`src/rtl/char_pkg.sv`:
```
// Shared character/word types for the string-processing pipeline.
// Used by the serializer and the leading-character counter.
package char_pkg;

   localparam int NCHAR = 8;
   localparam int CW    = 8;
   localparam int LENW  = $clog2(NCHAR + 1);
   localparam int IDXW  = $clog2(NCHAR);

   localparam logic [CW-1:0] NUL = 8'h00;

   typedef logic [CW-1:0]    char_t;
   typedef char_t [NCHAR-1:0] word_t;

   typedef enum logic {
      IDLE = 1'b0,
      SEND = 1'b1
   } state_e;

endpackage

```
`src/rtl/lead_nonzero_count.sv`:
```
// Counts characters in front of the first NUL of a packed word.
// A word with no NUL reports the full width.
module lead_nonzero_count #(
   parameter int NCHAR = 8,
   parameter int CW    = 8,
   parameter int LENW  = $clog2(NCHAR + 1)
) (
   input  logic [NCHAR-1:0][CW-1:0] word_i,
   output logic [LENW-1:0]          len_o
);

   logic found;

   // Scan from index 0; the first NUL fixes the length.
   always_comb begin
      len_o = LENW'(NCHAR);
      found = 1'b0;
      for (int i = 0; i < NCHAR; i++) begin
         if (!found && (word_i[i] == '0)) begin
            len_o = LENW'(i);
            found = 1'b1;
         end
      end
   end

endmodule

```
`src/rtl/char_word_serializer.sv`:
```
// Streams the compacted characters of one word per cycle,
// flagging the last one; empty words are dropped with a pulse.
module char_word_serializer
   import char_pkg::*;
#(
   parameter int CNTW = 16
) (
   input  logic            clk,
   input  logic            rst_n,
   input  logic            in_valid,
   output logic            in_ready,
   input  word_t           in_word,
   output logic            out_valid,
   input  logic            out_ready,
   output char_t           out_char,
   output logic            out_last,
   output logic            empty_word,
   output logic [CNTW-1:0] chars_sent
);

   state_e          state_q, state_d;
   word_t           buf_q, buf_d;
   logic [IDXW-1:0] idx_q, idx_d;
   logic [LENW-1:0] len_q, len_d;
   logic [LENW-1:0] new_len;
   logic            empty_q, empty_d;
   logic [CNTW-1:0] cnt_q, cnt_d;
   logic            xfer;
   logic            accept;
   logic            last;

   lead_nonzero_count #(
      .NCHAR (NCHAR),
      .CW    (CW),
      .LENW  (LENW)
   ) u_len (
      .word_i (in_word),
      .len_o  (new_len)
   );

   assign out_valid  = (state_q == SEND);
   assign last       = out_valid &&
                       (LENW'(idx_q) == (len_q - LENW'(1)));
   assign out_last   = last;
   assign out_char   = out_valid ? buf_q[idx_q] : NUL;
   assign xfer       = out_valid & out_ready;
   // Last-beat transfer frees the buffer in the same cycle.
   assign in_ready   = (state_q == IDLE) | (xfer & last);
   assign accept     = in_valid & in_ready;
   assign empty_word = empty_q;
   assign chars_sent = cnt_q;

   // Next-state: load on accept, advance or retire on transfer.
   always_comb begin
      state_d = state_q;
      buf_d   = buf_q;
      idx_d   = idx_q;
      len_d   = len_q;
      empty_d = 1'b0;
      cnt_d   = cnt_q;
      if (xfer) begin
         cnt_d = cnt_q + CNTW'(1);
      end
      if (accept) begin
         buf_d   = in_word;
         len_d   = new_len;
         idx_d   = '0;
         if (new_len == '0) begin
            state_d = IDLE;
            empty_d = 1'b1;
         end else begin
            state_d = SEND;
         end
      end else if (xfer) begin
         if (last) begin
            state_d = IDLE;
         end else begin
            idx_d = idx_q + IDXW'(1);
         end
      end
   end

   // State registers; reset discards any word in flight.
   always_ff @(posedge clk or negedge rst_n) begin
      if (!rst_n) begin
         state_q <= IDLE;
         buf_q   <= '0;
         idx_q   <= '0;
         len_q   <= '0;
         empty_q <= 1'b0;
         cnt_q   <= '0;
      end else begin
         state_q <= state_d;
         buf_q   <= buf_d;
         idx_q   <= idx_d;
         len_q   <= len_d;
         empty_q <= empty_d;
         cnt_q   <= cnt_d;
      end
   end

endmodule

```
`config.mk`:
```
export PLATFORM = sky130hd
export DESIGN_NAME = char_word_serializer
export DESIGN_NICKNAME = d
export VERILOG_FILES = /design/src/rtl/char_pkg.sv /design/src/rtl/lead_nonzero_count.sv /design/src/rtl/char_word_serializer.sv
export SDC_FILE = /design/constraint.sdc
export NUM_CORES = 1
export LEC_CHECK = 0
export CORE_AREA = 3 3 128 154
export CTS_CLUSTER_DIAMETER = 100
export DETAILED_ROUTE_END_ITERATION = 16
export DIE_AREA = 0 0 131 157
export HOLD_SLACK_MARGIN = 0.05
export SLEW_MARGIN = 20
export SYNTH_ARGS = -nofsm -noshare
export SYNTH_HDL_FRONTEND = slang
export SYNTH_SLANG_ARGS = --single-unit
```
`constraint.sdc`:
```
create_clock -name clk -period 3.7 [get_ports clk]
set_input_delay 0.555 -clock clk [delete_from_list [all_inputs] [get_ports clk]]
set_output_delay 0.555 -clock clk [all_outputs]
set_load 0.01 [all_outputs]
```
==> results of run 1 <==
==> worst register-to-register path: stages, from the launching register on <==
cell,delay [ns]
dfrtp_1,0.42
inv_1,0.07
ha_1,0.15
xor3_1,0.44
nor4_4,0.36
a32oi_4,0.27
buf_12,0.28
mux2_4,0.33
==> synthesized netlist by cell type, types with 2 or more instances <==
master	instances
a21o_1	2
a21oi_1	3
a22o_1	2
buf_1	2
buf_2	5
buf_6	6
clkbuf_1	3
dfrtp_1	89
ha_1	3
inv_1	4
mux2_2	3
mux2_4	62
mux2i_1	8
mux4_2	16
nand2_1	23
nand3_1	6
nand3b_1	2
nand4_1	7
nor2_1	15
nor3_1	3
nor4_1	14
o31ai_1	3
or4_1	2
xnor2_1	15
xor2_1	3
==> registers in the layout (all words and copies together), names as in the netlist <==
name,cells
empty_word,1
chars_sent,16
buf_q,64
out_valid,1
idx_q,3
len_q,4
==> power breakdown <==
| part | internal [µW] | total, µW | switching [µW] |
|---|---|---|---|
| clock | 592 | 995 | 403 |
| sequential | 1370 | 1650 | 288 |
| combinational | 1210 | 1890 | 673 |
| total | 3170 | 4540 | 1360 |
==> cell families (layout without fill, tap and decap cells) <==
group	Yosys count	count (layout)
multiplexers	89	89
flip-flops	89	89
AND/OR/NAND/NOR	80	80
buffers and inverters	20	122
XOR/XNOR	19	19
AO/OA/AOI/OAI	17	17
adder cells (fa/ha/maj)	3	3
==> layer usage <==
| metal | vias up | share of wire, % |
|---|---|---|
| met3 | 14 | 5.1 |
| li1 | 1363 | - |
| met4 | 0 | 1.9 |
| met2 | 89 | 52 |
| met1 | 1509 | 41 |
| met5 | - | 0 |
==> how the worst max path moves through the flow <==
stage | from | to | slack, ns
2_1_floorplan | len_q[0] | in_ready | 1.20
3_3_place_gp | len_q[0] | in_ready | 0.72
3_5_place_dp | len_q[0] | in_ready | 0.66
4_1_cts | len_q[0] | in_ready | 0.27
5_1_grt | len_q[0] | in_ready | 0.10
6_report | len_q[0] | in_ready | 0.29
==> layout make-up <==
type / instances / area [µm²]
Timing Repair Buffer: 102 / 1030
Fill cell: 1837 / 12200
Tap cell: 252 / 315
Clock inverter: 7 / 93.8
Clock buffer: 9 / 225
Sequential cell: 89 / 2230
Multi-Input combinational cell: 208 / 2190
Inverter: 4 / 15.0
==> through the flow <==
| stage | power (µW) | hold slack, ns | util (%) | setup WS [ns] |
|---|---|---|---|---|
| 2_1_floorplan | 2880 | 0.259 | - | 1.20 |
| 3_3_place_gp | 3540 | 0.466 | 31.5 | 0.722 |
| 3_5_place_dp | 3580 | 0.466 | 31.5 | 0.664 |
| 4_1_cts | 4600 | 0.427 | 33.3 | 0.269 |
| 5_1_grt | 4810 | 0.286 | 33.3 | 0.101 |
| 6_report | 4540 | 0.229 | 33.3 | 0.291 |
==> metrics.txt, run 1 <==
CP delay by family, top=simple AND/OR/NAND/NOR gates; DRC viols=0; most common cell after layout, fill and taps aside=clkdlybuf4s50_1; top achievable clock speed=between 200 and 300 MHz; LEAKAGE=around 0.0027 µW; Synth Instances=about 320; worst relative slew slack=about half; largest family of logic cells by synthesized area=multiplexers; CP required=~3.1 ns; CTS tree=done; WP buf/inv=2; wire length per cell=approximately 17 µm; PostCTS Resize Cnt=0; fin cells=approximately 670; GPL Wtd Cong=approximately 0.83; sequential element share of the synthesized area=between 40% and 50%; cells along the critical path=inv_1, ha_1, xor3_1, nor4_4, and2_0, nand2_1, nand2_1, clkdlybuf4s50_1; total wire length=11.1 mm; top cell type by total area after synthesis=dfrtp_1; clock transition at the registers of the reported paths=around 0.070 ns; setup tns final=0 ns; H-Tree Depth=3; reg2reg end=buf_q[38]; CP arrival=about 2.9 ns; RR Startpoint=len_q[0]; RSZ-0062 raised after global routing=false; Chip Width=~130 µm; clk sinks=89; net total in the final layout=485; Adder-Cell Fraction of Synth Area=0.826%; post-DP HPWL=between 8 and 9 mm; met3 usage=around 3.0%; period utilisation layout=about 90%; Max Slew Vio Count=0; Synth top area share=approximately half; Chip Height=157 µm; grt met1 use=about 14%; Starting Density=around a quarter; vias=~3000; status=completed; Synth Area per Inst=between 10 and 15 µm²; Synth Area in Simple Gates=9.25%; first-pass GRT wire length=approximately 17 mm; most frequent cells in the layout=94 x clkdlybuf4s50_1, 89 x dfrtp_1, 62 x mux2_4, 23 x nand2_1, 16 x mux4_2; Max Clock Skew=between 0.008 and 0.009 ns; mux share of post-synthesis cell area=roughly 31%; Worst path slowest cell=clkdlybuf4s50_1; total congestion overflow=0; ys async rst share=100%; maximum fanout along the worst path=5; Inserted Clock Buffers=9; WS Path Type=flip-flop to output pin; clock buffer depth=2; GR Util All Layers=between 10 and 15%; Area contributors post-synth=dfrtp_1 49%, mux2_4 20%, mux4_2 7.9%; worst skew pair latency=between 0.3 and 0.4 ns; number of synthesized flops with an enable pin=0; R2R depth=7; most frequent CP cell=nand2_1; I/O pins=96; count of final hold-check violations=0; port bufs=between 90 and 100; Core Box Area=~0.018 mm²; Synth Area in XOR/XNOR=3.99%; die area=0.0206 mm²; placed inst area=roughly 0.0058 mm²; count of final setup violators=0; critical path depth=8; placed cell count=~660; Hold Path Class=input port to asynchronous set/reset pin; number of DRC markers in iteration 0=68; FP Rows=between 50 and 60; CTS Hold Bufs=0; GR peak layer=met2; Syn Nets=a little under 400; Area Growth Syn to Fin=34.2%; Post-Syn Area=~0.0045 mm²; largest net degree at the start of global routing=slightly below 80; crit path capture type=output pin; Via density=around 4.4; met2 Use GR=about a fifth; pwr dens=about 740 mW/mm²; Yosys Warn Count=0; Synth Area in Compound Gates=under 10%; Post-synth top flop=dfrtp_1; R2R Setup Slk=approximately 1.3 ns; Max-Cap Viols=0; Post-CTS Setup Bufs=0; CTS root buf=clkbuf_16; Worst Tran Pin Value=0.737 ns; Critical Path Max Stage Delay=between 0.5 and 0.6 ns; Ant. Diodes=0; maximum vdd drop=0.360 mV; Synth cell types=41; crit path launch type=flip-flop; design area=0.00610 mm²; share of cells above drive strength 1=between 20% and 30%; DR pass1 iterations=4; Yosys reg bits=slightly below 90; initial antenna violation count=0; Final min period=approximately 3.4 ns; vias in the first global route=3197; Final ANT Viol Nets=0
Note: power is estimated with default switching activity, not from simulation.
==> run 2: changes to the inputs <==
--- a/config.mk
+++ b/config.mk
@@ -5,11 +5,13 @@
 export SDC_FILE = /design/constraint.sdc
 export NUM_CORES = 1
 export LEC_CHECK = 0
-export CORE_AREA = 3 3 128 154
+export ABC_AREA = 1
+export CORE_AREA = 2 2 126 152
 export CTS_CLUSTER_DIAMETER = 100
 export DETAILED_ROUTE_END_ITERATION = 16
-export DIE_AREA = 0 0 131 157
+export DIE_AREA = 0 0 128 154
 export HOLD_SLACK_MARGIN = 0.05
+export PLACE_DENSITY = 0.54
 export SLEW_MARGIN = 20
 export SYNTH_ARGS = -nofsm -noshare
 export SYNTH_HDL_FRONTEND = slang
==> run 2 against run 1 <==
  * Via count increased by 31%
  * Die area decreased by 4.2%
  * Synthesized cell count grew 84%
  * Critical path depth shrank 1
  * Power fell by 11%
  * Critical endpoint is now out_char[6]
  * Largest power group is now registers
  * Highest routed layer unchanged
==> metrics.txt, run 2 <==
DR pass1 iterations=4; Via density=~4.3; PostCTS Resize Cnt=0; Worst Tran Pin Value=between 0.9 and 1 ns; vias=3910; Post-Syn Area=~0.0045 mm²; H-Tree Depth=3; count of final setup violators=0; GR Util All Layers=approximately 14%; Final Util=about a third; maximum vdd drop=just under 0.4 mV; Synth top cells by count=175 x nand2_1, 89 x dfrtp_1, 75 x o21ai_0; most frequent cells in the layout=175 x nand2_1, 94 x clkdlybuf4s50_1, 89 x dfrtp_1, 75 x o21ai_0, 71 x nor2_1; Yosys reg bits=between 80 and 90; CP arrival=between 2 and 3 ns; Final ANT Viol Nets=0; Post-CTS Setup Bufs=0; net total in the final layout=between 700 and 800; Synth Instances=slightly below 600; status=completed; Area Growth Syn to Fin=32.6%; Final min period=around 3.3 ns; largest net degree at the start of global routing=approximately 90; WS Path Type=flip-flop to output pin; initial antenna violation count=0; maximum fanout along the worst path=23; Syn Nets=about 650; CP required=3.14 ns; count of final hold-check violations=0; number of synthesized flops with an enable pin=0; Max Clock Skew=~0.0092 ns; Hold Slack=about 0.36 ns; Max-Cap Viols=0; top cell type by total area after synthesis=dfrtp_1; post-DP HPWL=9.76 mm; period utilisation layout=roughly nine tenths; share of cells above drive strength 1=between 5 and 6%; Placement Setup Slack=about 0.84 ns; Post-synth top flop=dfrtp_1; CTS tree=done; total wire length=roughly 13 mm; GPL Wtd Cong=0.823; crit path launch type=flip-flop; Worst Slack Setup Final=a little over 0.4 ns; wire length per cell=between 10 and 15 µm; # fillers=1958; setup tns final=0 ns; Synth cell types=31; Synth Area per Inst=7.72 µm²; clock transition at the registers of the reported paths=0.07 ns; total congestion overflow=0; Chip Width=128 µm; clock buffer depth=2; Ant. Diodes=0; Max Slew Vio Count=0; Synth top area share=approximately 50%; worst skew pair latency=between 0.3 and 0.4 ns; Starting Density=about a quarter; Largest register FFs=64; port bufs=between 90 and 100; die area=approximately 0.020 mm²; LEAKAGE=between 0.002 and 0.003 µW; FP Rows=54; most common cell after layout, fill and taps aside=nand2_1; crit path capture type=output pin; Chip Height=154 µm; Yosys Warn Count=0; clk sinks=89; worst relative slew slack=approximately 34%; CTS Hold Bufs=0; Area contributors post-synth=dfrtp_1 50%, nand2_1 15%, o21ai_0 8.4%; Core Box Area=0.0181 mm²; Inserted Clock Buffers=9; RSZ-0062 raised after global routing=false; Largest Register=buf_q; CTS root buf=clkbuf_16; first-pass GRT wire length=between 20 and 25 mm; DRC viols=0; top achievable clock speed=slightly above 300 MHz; ys async rst share=100%; vias in the first global route=3940; pwr dens=approximately 670 mW/mm²; sequential element share of the synthesized area=slightly below 50%; most common cell in the synthesized netlist=nand2_1; Hold Path Class=input port to asynchronous set/reset pin; I/O pins=between 90 and 100; number of DRC markers in iteration 0=about 220
[run 2: final timing paths]
path,from,end,slack [ns],cells after the start
max,idx_q[1],out_char[6],0.41,7
min,rst_n,buf_q[5],0.36,1
max reg2reg,idx_q[1],buf_q[61],1.01,7
min reg2reg,chars_sent[15],chars_sent[15],0.46,1
max in group asynchronous,rst_n,len_q[0],2.63,2
min in group clk,chars_sent[15],chars_sent[15],0.46,1
[run 2: cells by family after synthesis]
logic type	count (synthesis)	share of synthesized area, %
AO/OA/AOI/OAI	102	12.1
XOR/XNOR	19	3.70
adder cells (fa/ha/maj)	3	0.836
buffers and inverters	90	8.47
flip-flops	89	49.6
multiplexers	1	0.223
AND/OR/NAND/NOR	278	25.0
[run 2: power breakdown]
part | total, µW | leakage [µW] | internal (µW) | switching, µW
logic | 1370 | 0.00167 | 648 | 721
registers | 1700 | 0.00112 | 1370 | 328
clock network | 953 | 0.000145 | 543 | 409
[run 2: area by class of cell]
cell class | count | area (µm²) | share of cell area [%]
repair buffers | 103 | 1010 | 16.9
clock inverters | 6 | 67.6 | 1.13
clock buffers | 10 | 239 | 4.01
flip-flops and latches | 89 | 2230 | 37.4
well taps | 224 | 280 | 4.71
multi-input cells | 403 | 1890 | 31.8
inverters | 64 | 240 | 4.03
[run 2: per-stage QoR]
stage | cell area (µm²) | instances | total power, µW
floorplan | 4490 | 582 | 2410
global placement | 5650 | 883 | 3070
detailed placement | 5650 | 883 | 3080
CTS | 5950 | 899 | 4060
global route | 5950 | 899 | 4330
finish | 5950 | 899 | 4020
[run 2: routing by layer]
layer	vias up	share of wire, %	track usage, %
li1	2009	-	-
met1	1792	47	19.1
met2	92	47	22.4
met3	17	3.9	2.57
met4	0	2.2	5.86
met5	-	0	0
[run 2: worst max-delay path, stage by stage, from the launching register on]
cell and delay (ns):
dfrtp_1 0.77, inv_1 0.37, a21oi_1 0.19, o21ai_0 0.10
nand3_1 0.07, nand2_1 0.06, a31oi_1 0.24, clkdlybuf4s50_1 0.59
